$ cat src/rtl/lock_pkg.sv
// Shared encodings for the door-lock passcode sequencer: FSM states, keypad
// codes and the size of the digit register array.
package lock_pkg;

  typedef enum logic [2:0] {
    IDLE    = 3'd0,
    ENTRY   = 3'd1,
    CHECK   = 3'd2,
    UNLOCK  = 3'd3,
    NEWPW   = 3'd4,
    FAIL    = 3'd5,
    LOCKOUT = 3'd6
  } state_t;

  localparam logic [3:0] KEY_STAR   = 4'hA;
  localparam logic [3:0] KEY_HASH   = 4'hB;
  localparam int         MAX_DIGITS = 6;

  function automatic logic is_digit(input logic [3:0] code);
    return code <= 4'd9;
  endfunction

endpackage

$ cat src/rtl/cycle_timer.sv
// Loadable down-counter shared by the entry timeout, unlock hold and lockout
// duration. done is high while the count sits at zero.
module cycle_timer #(
  parameter int W = 32
) (
  input  logic         clk,
  input  logic         reset,
  input  logic         load,
  input  logic [W-1:0] load_val,
  output logic         done
);

  logic [W-1:0] count;

  // Load wins over the decrement; the counter parks at zero.
  always_ff @(posedge clk) begin
    if (reset)              count <= '0;
    else if (load)          count <= load_val;
    else if (count != '0)   count <= count - 1'b1;
  end

  assign done = (count == '0);

endmodule

$ cat src/rtl/passcode_controller.sv
// Keypad-entry sequencer for the door-lock passcode datapath.
// Steers digits into the input cells, requests the compare on '*', handles
// unlock / fail outcomes and the change-passcode flow.
// Optional feature macro: LOCKOUT_EN (fail counter, LOCKOUT state, alarm).
module passcode_controller
  import lock_pkg::*;
#(
  parameter int unsigned MIN_LEN        = 4,
  parameter int unsigned DEF_LEN        = 6,
  parameter int unsigned TIMEOUT_CYCLES = 50000000,
  parameter int unsigned UNLOCK_CYCLES  = 100000000,
  parameter int unsigned MAX_FAIL       = 3,
  parameter int unsigned LOCKOUT_CYCLES = 300000000
) (
  input  logic       clk,
  input  logic       reset,
  input  logic       key_valid,
  input  logic [3:0] key_code,
  output logic       key_ready,
  output logic [3:0] digit_data,
  output logic [5:0] digit_cs,
  output logic       clear_input,
  output logic       compare_req,
  input  logic       match,
  output logic       answer_load,
  output logic [2:0] answer_len,
  output logic [2:0] digit_count,
  output logic       unlocked,
  output logic       alarm,
  output logic [2:0] state_dbg
);

  state_t      state, state_n;
  logic        chg, chg_n;
  logic        clr_pend, pend_n;
  logic [2:0]  cnt_n, len_n;
  logic [3:0]  data_n;
  logic [5:0]  cs_n;
  logic        clr_n, cmp_n, ld_n;
  logic        tmr_load, tmr_done;
  logic [31:0] tmr_val;
  logic        key_acc, key_dig, key_star, key_hash;
  logic        wr, go_idle;

`ifdef LOCKOUT_EN
  logic [7:0]  fail_cnt, fail_n, fail_inc;
`endif

  assign key_ready = (state == IDLE) || (state == ENTRY) || (state == NEWPW);
  assign key_acc   = key_valid && key_ready;
  assign key_dig   = key_acc && is_digit(key_code);
  assign key_star  = key_acc && (key_code == KEY_STAR);
  assign key_hash  = key_acc && (key_code == KEY_HASH);
  assign unlocked  = (state == UNLOCK);
  assign state_dbg = state;

`ifdef LOCKOUT_EN
  assign alarm    = (state == LOCKOUT);
  assign fail_inc = (fail_cnt == 8'hFF) ? fail_cnt : fail_cnt + 8'd1;
`else
  assign alarm = 1'b0;
  logic unused_cfg;
  assign unused_cfg = ^{32'(MAX_FAIL), 32'(LOCKOUT_CYCLES)};
`endif

  cycle_timer #(.W(32)) u_timer (
    .clk      (clk),
    .reset    (reset),
    .load     (tmr_load),
    .load_val (tmr_val),
    .done     (tmr_done)
  );

  // Next-state, next-output and timer control; outputs land one cycle later.
  always_comb begin
    state_n  = state;
    chg_n    = chg;
    cnt_n    = digit_count;
    len_n    = answer_len;
    data_n   = digit_data;
    cs_n     = '0;
    clr_n    = clr_pend;   // deferred clear after reset or new-code load
    pend_n   = 1'b0;
    cmp_n    = 1'b0;
    ld_n     = 1'b0;
    wr       = 1'b0;
    go_idle  = 1'b0;
    // every recognised key restarts the inactivity timeout
    tmr_load = key_dig || key_star || key_hash;
    tmr_val  = 32'(TIMEOUT_CYCLES - 1);
`ifdef LOCKOUT_EN
    fail_n   = fail_cnt;
`endif

    unique case (state)
      IDLE: begin
        if (key_dig) begin
          wr      = 1'b1;
          chg_n   = 1'b0;
          state_n = ENTRY;
        end else if (key_hash) begin
          chg_n   = 1'b1;
          cnt_n   = '0;
          state_n = ENTRY;
        end
      end
      ENTRY, NEWPW: begin
        if (key_star) begin
          if (state == ENTRY) begin
            if (digit_count == answer_len) begin
              cmp_n   = 1'b1;
              state_n = CHECK;
            end else begin
              state_n = FAIL;
            end
          end else if (digit_count >= 3'(MIN_LEN)) begin
            ld_n    = 1'b1;
            len_n   = digit_count;
            pend_n  = 1'b1;   // clear the cells only after the load is taken
            cnt_n   = '0;
            state_n = IDLE;
          end else begin
            go_idle = 1'b1;
          end
        end else if (key_hash) begin
          go_idle = 1'b1;
        end else if (key_dig) begin
          wr = (digit_count < 3'(MAX_DIGITS));
        end else if (tmr_done) begin
          go_idle = 1'b1;
        end
      end
      CHECK: begin
        // first CHECK cycle carries the request; match is valid the next one
        if (!compare_req) begin
          if (match) begin
`ifdef LOCKOUT_EN
            fail_n = '0;
`endif
            tmr_load = 1'b1;
            if (chg) begin
              clr_n   = 1'b1;
              cnt_n   = '0;
              state_n = NEWPW;
            end else begin
              tmr_val = 32'(UNLOCK_CYCLES - 1);
              state_n = UNLOCK;
            end
          end else begin
            state_n = FAIL;
          end
        end
      end
      UNLOCK: begin
        if (tmr_done) go_idle = 1'b1;
      end
      FAIL: begin
        go_idle = 1'b1;
`ifdef LOCKOUT_EN
        fail_n = fail_inc;
        if (fail_inc >= 8'(MAX_FAIL)) begin
          tmr_load = 1'b1;
          tmr_val  = 32'(LOCKOUT_CYCLES - 1);
        end
`endif
      end
      LOCKOUT: begin
`ifdef LOCKOUT_EN
        if (tmr_done) begin
          fail_n  = '0;
          state_n = IDLE;
        end
`else
        state_n = IDLE;
`endif
      end
      default: state_n = IDLE;
    endcase

    if (wr) begin
      data_n = key_code;
      cs_n   = 6'b1 << digit_count;
      cnt_n  = digit_count + 3'd1;
    end
    if (go_idle) begin
      clr_n   = 1'b1;
      cnt_n   = '0;
      state_n = IDLE;
    end
`ifdef LOCKOUT_EN
    if (state == FAIL && fail_inc >= 8'(MAX_FAIL)) state_n = LOCKOUT;
`endif
  end

  // State and registered outputs; reset queues a cell clear for the next cycle.
  always_ff @(posedge clk) begin
    if (reset) begin
      state       <= IDLE;
      chg         <= 1'b0;
      clr_pend    <= 1'b1;
      digit_count <= '0;
      answer_len  <= 3'(DEF_LEN);
      digit_data  <= '0;
      digit_cs    <= '0;
      clear_input <= 1'b0;
      compare_req <= 1'b0;
      answer_load <= 1'b0;
`ifdef LOCKOUT_EN
      fail_cnt    <= '0;
`endif
    end else begin
      state       <= state_n;
      chg         <= chg_n;
      clr_pend    <= pend_n;
      digit_count <= cnt_n;
      answer_len  <= len_n;
      digit_data  <= data_n;
      digit_cs    <= cs_n;
      clear_input <= clr_n;
      compare_req <= cmp_n;
      answer_load <= ld_n;
`ifdef LOCKOUT_EN
      fail_cnt    <= fail_n;
`endif
    end
  end

endmodule

$ cat config.mk
export PLATFORM = sky130hd
export DESIGN_NAME = passcode_controller
export DESIGN_NICKNAME = d
export VERILOG_FILES = /design/src/rtl/lock_pkg.sv /design/src/rtl/cycle_timer.sv /design/src/rtl/passcode_controller.sv
export SDC_FILE = /design/constraint.sdc
export NUM_CORES = 1
export LEC_CHECK = 0
export CAP_MARGIN = 10
export CORE_ASPECT_RATIO = 0.5
export CORE_MARGIN = 2
export CORE_UTILIZATION = 40
export CTS_BUF_LIST = sky130_fd_sc_hd__clkbuf_16
export CTS_CLUSTER_DIAMETER = 80
export DETAILED_ROUTE_END_ITERATION = 8
export GPL_ROUTABILITY_DRIVEN = 1
export PLACE_DENSITY = 0.63
export SKIP_CTS_REPAIR_TIMING = 1
export SLEW_MARGIN = 25
export SYNTH_ARGS = -nofsm -noshare
export SYNTH_HDL_FRONTEND = slang
export SYNTH_SLANG_ARGS = --single-unit
$ cat constraint.sdc
create_clock -name clk -period 6.4 [get_ports clk]
set_input_delay 0.96 -clock clk [delete_from_list [all_inputs] [get_ports clk]]
set_output_delay 0.96 -clock clk [all_outputs]
set_load 0.03 [all_outputs]
==> impl_metrics.yaml <==
outcome:
  status: "completed"
clock_network:
  cts_buffers: 5
  clockBufferDepth: 2
  cts_max_level: 2
  tritoncts: "built"
  cts.clk_slew.worst_paths_ns: 0.07
  cts_root_buf: "clkbuf_16"
  clock-sinks: 56
  clock_latency_ns: 0.30
die:
  start_util_pct: 40.8
  rows: 22
  die_w_um: 126
  dieArea_um2: 8170
  die_h_um: 64.9
  ios: 33
  design.core.area_um2: 7270
timing:
  period_needed_ns: 3.19
  min_period_over_period_pct: 49.8
  hold_ws_ns: 0.457
  finalHoldViolations: 0
  tns_ns: 0
  rsz0062_at_grt: "false"
  setup_viol: 0
  skew_ns: 0.00531
  slew-limit-headroom_pct: 50.8
  worst_pin_slew_ns: 0.731
  drv_slew: 0
  clock.fmax_ghz: 0.314
grt:
  track_usage_pct: 19.4
  antenna_found_initial: 0
  grt_pass1_wl_mm: 12.7
  grt-ovfl-total: 0
  grt_max_degree: 38
  grt_pass1_vias: 2639
route:
  routed_wl_mm: 7.66
  ant_nets: 0
  vias_per_cell: 5.98
  drt_first_pass_iters: 4
  drc: 0
  drtIter0Drc: 179
  vias: 2816
  wl_per_cell_um: 16.3
logic_synthesis:
  synth_common_cells: "dfxtp_1 (56), a21oi_1 (31), nand2_1 (21)"
  synth.area.top_cells: "dfxtp_1 (38%), a21oi_1 (5.2%), or4_1 (2.8%)"
  synth-edff-count: 0
  synth.largest_area_cell: "dfxtp_1"
  ys.flop_type: "dfxtp_1"
  ys_seq_area_share_pct: 37.8
  synth.net_count: 364
  syn_inst: 352
  yosysWarningCount: 0
  netlist_area_um2: 2970
  synth.top_cell.area_share_pct: 37.8
  synthArstFlopShare_pct: 0
  ys_types: 63
  synth_seq_cells: 56
  synth_most_common_cell: "dfxtp_1"
  avgSynthCellArea_um2: 8.43
cells_and_area:
  fill_cells: 707
  syn_to_final_growth_pct: 17.5
  drive_gt1_share_pct: 6.40
  n_antenna_cell: 0
  finalCoreUtilization_pct: 48.0
  layout.nets: 387
critical_path:
  arrival_ns: 3.41
  max_stage_delay_ns: 0.71
  crit_path_top_delay_cell: "or4b_2"
  critPathMaxFanout: 6
  r2r.worst_path.cells: 6
  cp.required_ns: 6.62
  crit_chain: "clkdlybuf4s50_1 > nand4bb_1 > o311ai_0 > o21ai_0 > or4b_2 > a211oi_1"
  endpoint_kind: "flip-flop"
  crit_buf_inv: 1
  cp.depth: 6
  worst_setup_path_start_kind: "primary input"
  critPathTopFamily: "simple AND/OR/NAND/NOR gates"
  worstSetupPathType: "in -> reg"
job:
  maxCapViolCount: 0
power_and_ir_drop:
  p_leak_nw: 1.26
  p_per_area_nw_per_um2: 263
  peakVddDrop_uv: 118
placement:
  dpl.hpwl_mm: 5.35
  port_buffers: 31
  gp_congestion: 0.893
min_path:
  whs_path_depth: 2
  hp-class: "reg -> reg"
## worst register-to-register path, cell delays in order (launching register included)
cell and delay (ns):
dfxtp_1 0.34, or4_1 0.61, or4_1 0.64, nor4_1 0.66, buf_4 0.30, o31ai_1 0.09
a21oi_1 0.17
## layout make-up
type                       count  area (um2)  share of cell area, %
clock inverter                 2        8.76                  0.251
inverter                      10        37.5                   1.08
clock buffer                   5         125                   3.59
multi-input combinational    266        1730                   49.5
sequential                    56        1120                   32.1
timing repair buffer          36         348                   9.97
tap                           96         120                   3.44
## cell families after synthesis
| group | Yosys count | share of synthesized area (%) |
|---|---|---|
| AO/OA/AOI/OAI | 104 | 23.4 |
| XOR/XNOR | 14 | 4.13 |
| adder cells (fa/ha/maj) | 5 | 2.02 |
| buffers and inverters | 30 | 4.00 |
| flip-flops | 56 | 37.8 |
| multiplexers | 4 | 1.39 |
| other | 1 | 0.126 |
| AND/OR/NAND/NOR | 138 | 27.2 |
## flip-flops by register name, summed over array words and instances, names as in the netlist
name and cells:
digit_data 4, digit_cs 6, compare_req 1, answer_len 3
u_timer.count 32, digit_count 3, chg 1, clr_pend 1
answer_load 1, clear_input 1, state_dbg 3
## path summary, 6_finish.rpt
| path | start | end | slack (ns) |
|---|---|---|---|
| worst min-delay path | digit_data[1]$_SDFFE_PP0P_ | digit_data[1]$_SDFFE_PP0P_ | 0.46 |
| worst max-delay path | key_code[0] | state_dbg[1]$_SDFFE_PP0P_ | 3.21 |
| worst min register to register | digit_data[1]$_SDFFE_PP0P_ | digit_data[1]$_SDFFE_PP0P_ | 0.46 |
| worst max register to register | u_timer.count[24]$_SDFFE_PP0P_ | u_timer.count[29]$_SDFFE_PP0P_ | 3.51 |
## layout by cell type (no fill, tap or decap), types with 3 or more instances in the layout
cell type         n
mux2i_1           3
nor4_1           11
or4_1            11
a311oi_1          3
nand4_1           6
nand2b_1          5
buf_4             5
ha_1              4
o31ai_1           9
xnor2_1           7
dfxtp_1          56
nor2_1           13
a31oi_1          12
and3_1            6
inv_1            11
a21oi_1          31
or2_2             6
a211oi_1          4
clkbuf_16         5
o21a_1            3
nor2b_1           4
nand3_1           5
xor2_1            7
o21ai_0          12
nor3_1           16
a211o_1           3
or3_1            13
and2_1            6
nand2_1          21
a21o_1            5
clkdlybuf4s50_1  31
## metal layers
layer,global-route usage [%],up-vias,share of wire [%]
met2,32.7,85,46
met4,8.38,0,2.2
met3,4.13,15,5.4
met5,0,-,0
met1,24.3,1323,46
li1,-,1393,-
## report_power, final
part / internal (W) / leakage [nW] / switching (W)
Clock: 0.000141 / 0.0709 / 0.000128
Combinational: 0.0000930 / 0.733 / 0.000140
Sequential: 0.000374 / 0.460 / 0.0000403
Total: 0.000608 / 1.26 / 0.000308
## per-stage QoR
step | worst slack, ns | instances | total power (W) | cell area [um2]
after floorplan | 3.62 | 352 | 0.000582 | 2970
after global placement | 3.02 | 464 | 0.000644 | 3350
after detailed placement | 2.96 | 464 | 0.000651 | 3350
after CTS | 3.26 | 471 | 0.000920 | 3490
after global routing | 3.01 | 471 | 0.000967 | 3490
final | 3.21 | 471 | 0.000917 | 3490
No activity file was read; power rests on OpenSTA's default activity.
